`config.mk`:
```
export PLATFORM = sky130hd
export DESIGN_NAME = bcd_7seg_scan_driver
export DESIGN_NICKNAME = d
export VERILOG_FILES = /design/src/rtl/bcd_7seg_scan_driver.sv
export SDC_FILE = /design/constraint.sdc
export NUM_CORES = 1
export LEC_CHECK = 0
export ABC_AREA = 0
export ABC_CLOCK_PERIOD_IN_PS = 2900
export CORE_UTILIZATION = 30
export CTS_BUF_LIST = sky130_fd_sc_hd__clkbuf_4 sky130_fd_sc_hd__clkbuf_8 sky130_fd_sc_hd__clkbuf_16
export DETAILED_ROUTE_END_ITERATION = 10
export GPL_ROUTABILITY_DRIVEN = 1
export HOLD_SLACK_MARGIN = 0.1
export SLEW_MARGIN = 10
export SYNTH_ARGS = -nofsm -noshare
export SYNTH_HDL_FRONTEND = slang
export SYNTH_SLANG_ARGS = --single-unit
```
`constraint.sdc`:
```
create_clock -name clk -period 2.9 [get_ports clk]
set_input_delay 0.87 -clock clk [delete_from_list [all_inputs] [get_ports clk]]
set_output_delay 0.87 -clock clk [all_outputs]
set_load 0.1 [all_outputs]
```
`src/rtl/bcd_7seg_scan_driver.sv`:
```
// Time-multiplexed two-digit 7-segment driver: per-frame snapshot of the BCD digits,
// blank gaps between digits, optional leading-zero blanking and pin polarity control.
module bcd_7seg_scan_driver #(
    parameter int REFRESH_DIV    = 1000,
    parameter int BLANK_CYCLES   = 16,
    parameter bit SEG_ACTIVE_LOW = 1'b0,
    parameter bit AN_ACTIVE_LOW  = 1'b0
) (
    input  logic       clk,
    input  logic       rst,
    input  logic [3:0] digit1,
    input  logic [3:0] digit0,
    input  logic       lzb_en,
    input  logic       enable,
    output logic [6:0] seg,
    output logic [1:0] an,
    output logic       frame_tick
);

    localparam int MAX_LEN = (REFRESH_DIV > BLANK_CYCLES) ? REFRESH_DIV : BLANK_CYCLES;
    localparam int TW      = (MAX_LEN > 1) ? $clog2(MAX_LEN) : 1;

    typedef enum logic [1:0] {
        BLANK0 = 2'd0,
        SHOW0  = 2'd1,
        BLANK1 = 2'd2,
        SHOW1  = 2'd3
    } state_t;

    state_t        state, state_nxt;
    logic [TW-1:0] timer, timer_nxt, last_cnt;
    logic [3:0]    snap1, snap0;
    logic          snap_lzb;
    logic          en_q;
    logic          snap_take;
    logic [6:0]    seg_l;
    logic [1:0]    an_l;

    function automatic logic [6:0] dec7(input logic [3:0] d);
        case (d)
            4'd0:    dec7 = 7'h3F;
            4'd1:    dec7 = 7'h06;
            4'd2:    dec7 = 7'h5B;
            4'd3:    dec7 = 7'h4F;
            4'd4:    dec7 = 7'h66;
            4'd5:    dec7 = 7'h6D;
            4'd6:    dec7 = 7'h7D;
            4'd7:    dec7 = 7'h07;
            4'd8:    dec7 = 7'h7F;
            4'd9:    dec7 = 7'h6F;
            default: dec7 = 7'h40;
        endcase
    endfunction

    // enable is registered so every output is a pure decode of flops
    always_ff @(posedge clk) begin
        en_q <= enable;
    end

    always_ff @(posedge clk) begin
        if (rst) begin
            state    <= BLANK0;
            timer    <= '0;
            snap1    <= 4'd0;
            snap0    <= 4'd0;
            snap_lzb <= 1'b0;
        end else begin
            state <= state_nxt;
            timer <= timer_nxt;
            if (snap_take) begin
                snap1    <= digit1;
                snap0    <= digit0;
                snap_lzb <= lzb_en;
            end
        end
    end

    always_comb begin
        state_nxt = state;
        timer_nxt = timer;
        last_cnt  = (state == SHOW0 || state == SHOW1) ? TW'(REFRESH_DIV - 1)
                                                        : TW'(BLANK_CYCLES - 1);
        snap_take = en_q && (state == BLANK0) && (timer == '0);
        if (en_q) begin
            if (timer == last_cnt) begin
                timer_nxt = '0;
                case (state)
                    BLANK0:  state_nxt = SHOW0;
                    SHOW0:   state_nxt = BLANK1;
                    BLANK1:  state_nxt = SHOW1;
                    default: state_nxt = BLANK0;
                endcase
            end else begin
                timer_nxt = timer + TW'(1);
            end
        end
    end

    always_comb begin
        an_l  = 2'b00;
        seg_l = 7'h00;
        if (en_q) begin
            if (state == SHOW0) begin
                an_l  = 2'b01;
                seg_l = dec7(snap0);
            end else if (state == SHOW1 && !(snap_lzb && snap1 == 4'd0)) begin
                an_l  = 2'b10;
                seg_l = dec7(snap1);
            end
        end
        seg        = seg_l ^ {7{SEG_ACTIVE_LOW}};
        an         = an_l ^ {2{AN_ACTIVE_LOW}};
        frame_tick = snap_take;
    end

endmodule
```
==> flow_summary.toml <==
[yosys]
yosys_warnings = 0
synth-simple-area-share = 0.257
synth_fa_ha_area_frac = 0.119
synth_mux_area_frac = 0.0407
synth-compound-area-share = 0.128
syn_nets = 265
avgSynthCellArea_um2 = 8.53
synth_edf_count = 0
ys_async_sr_fraction = 0
synth_area_mm2 = 0.00200
synthDistinctLibCells = 38
yosys.area_share.xor_xnor = 0.0439
synth_seq_cells = 36
synth_top_flop_cell = "dfxtp_1"
ys_seq_area_frac = 0.361
synth_top_family_by_area = "simple AND/OR/NAND/NOR gates"
synthCells = 234

[die]
die_w_um = 83.6
start_util = 0.313
dieArea_mm2 = 0.00699
placementRows = 29
die_height_um = 83.6
pin_count = 22
core_area_mm2 = 0.00639

[place]
globalplace.congestion = 0.829
place_hpwl_um = 3240
port_buffers = 21

[clock_tree]
cts_setup_buffers = 0
clkSinkCount = 36
cts.reportedPaths.clkPinSlew_ns = 0.07
cts_root_buffer = "clkbuf_8"
ctsHoldBuffers = 0
cts_tree = "built"
cts_buffer_depth = 2
cts_made_buffers = 5
clk_latency_ns = 0.28
cts_max_level = 2

[global_routing]
grt_usage = 0.128
grt.overflow.total = 0
grt_pass1_vias = 1497
grt_pass1_wl_um = 7230
antenna_found_initial = 0
grt_max_degree = 32

[drt]
drt-pass1-iter-count = 4
drc = 0
drt-initial-drc-count = 82
ant_nets = 0
wire_per_inst_um = 12.4
vias = 1643
wl_um = 4290
via_per_inst = 4.75

[pwr]
powerDensity_mw_per_mm2 = 450
p_leak_nw = 1.12
ir_worst_vdd_mv = 0.243
finalPower_mw = 1.23

[sta]
hold_violations = 0
maxSlewHeadroom = 0.641
setup_violations = 0
drv_slew = 0
max_freq_mhz = 352
finalCritPeriodShare = 0.979
finalCriticalPeriod_ns = 2.84
grt_setup_unrepaired = "no"
skew_ns = 0.00452
fin_tns_setup_ns = 0
tightestPinTransition_ns = 0.539

[worst_setup_path]
cpPeakStageDelay_ns = 0.56
worstPathArrival_ns = 1.97
startpoint_type = "flop"
endpoint_kind = "output pin"
worstPathCellList = "or4_4 > or4_4 > clkinv_8 > buf_12"
timing.setup.critical_path_class = "flop to output pin"
worst-path-max-fanout = 14
cp_common_cell = "or4_4"
cp.required_ns = 2.03
critical_path.slowest_cell = "or4_4"

[finish]
n_antenna_cell = 0
syn2layout_area_growth_pct = 36.3
final_common_cell = "dfxtp_1"
post-route-util = 0.426
layout_common_cells = "dfxtp_1 (33), nor2_1 (27), ha_1 (18), nand2_1 (17), inv_1 (15)"
finalNetCount = 299
drive_gt1_frac = 0.208

[min_path]
worstHoldPathType = "flop to flop"

[flow_run]
drv_cap = 0

[status]
status = "finished clean"
final timing paths:
check,startpoint,cells after the start,endpoint,slack [ns]
worst min-delay path,snap_lzb,2,snap_lzb,0.46
worst max register to register,timer[6],8,flop,0.28
worst min register to register,snap_lzb,2,snap_lzb,0.46
worst max-delay path,timer[6],4,frame_tick,0.06
routing by layer:
layer,share of wire,wire length [µm],track usage
met2,0.41,1740,0.181
met5,0,0,0
met1,0.54,2320,0.187
met3,0.028,122,0.0267
met4,0.024,103,0.0555
metrics by stage:
step | cell area (µm²) | setup WS, ns | hold WS [ns] | instances
2_1_floorplan | 2130 | 0.000265 | 0.432 | 234
3_3_place_gp | 2590 | 0.190 | 0.442 | 338
3_5_place_dp | 2590 | 0.175 | 0.452 | 338
4_1_cts | 2710 | 0.00847 | 0.462 | 346
5_1_grt | 2720 | 0.00286 | 0.502 | 346
6_report | 2720 | 0.0611 | 0.461 | 346
worst max-delay path: cells and delay by family, from the launching register on:
family | cells | cell delay [ns]
simple gates | 2 | 1.04
flops | 1 | 0.35
buf+inv | 2 | 0.28
cell usage after synthesis (3+ instances only):
cell type / n / area [µm²]
nor2b_1: 5 / 31.3
nand2b_1: 9 / 56.3
nor3_1: 6 / 30.0
a211o_1: 4 / 35.0
ha_1: 19 / 238
buf_2: 3 / 15.0
nor2_1: 27 / 101
nand4_1: 3 / 18.8
mux2i_1: 7 / 70.1
xnor2_1: 6 / 52.6
nand3_1: 10 / 50.1
nand2_1: 18 / 67.6
or4_1: 3 / 22.5
xor2_1: 4 / 35.0
nand3b_1: 4 / 30.0
dfxtp_1: 36 / 721
inv_1: 15 / 56.3
or3_1: 5 / 31.3
clkbuf_1: 5 / 18.8
o22ai_1: 3 / 18.8
a21oi_1: 15 / 75.1
a22o_1: 7 / 61.3
cell type report:
class	count	area (µm²)
well taps	77	96.3
inverters	16	72.6
clock buffers	6	76.3
flip-flops and latches	36	727
clock inverters	2	35.0
fillers	609	3660
repair buffers	36	435
multi-input cells	173	1280
where the power goes:
group | leakage (nW) | switching (mW) | internal [mW]
Sequential | 0.298 | 0.0280 | 0.541
Combinational | 0.759 | 0.118 | 0.102
Clock | 0.0586 | 0.173 | 0.264
Total | 1.12 | 0.319 | 0.907
cell families (layout without fill, tap and decap cells):
group | after synthesis | after routing
buf+inv | 25 | 60
simple gates | 99 | 99
fa+ha+maj | 19 | 19
xor+xnor | 10 | 10
mux | 8 | 8
flops | 36 | 36
compound gates | 37 | 37
repair_timing:
item,CTS,global route
gates resized for setup,2,2
endpoints found under the hold margin,0,0
pin swaps,0,1
setup endpoints to repair,1,1
No activity file was read; power rests on OpenSTA's default activity.
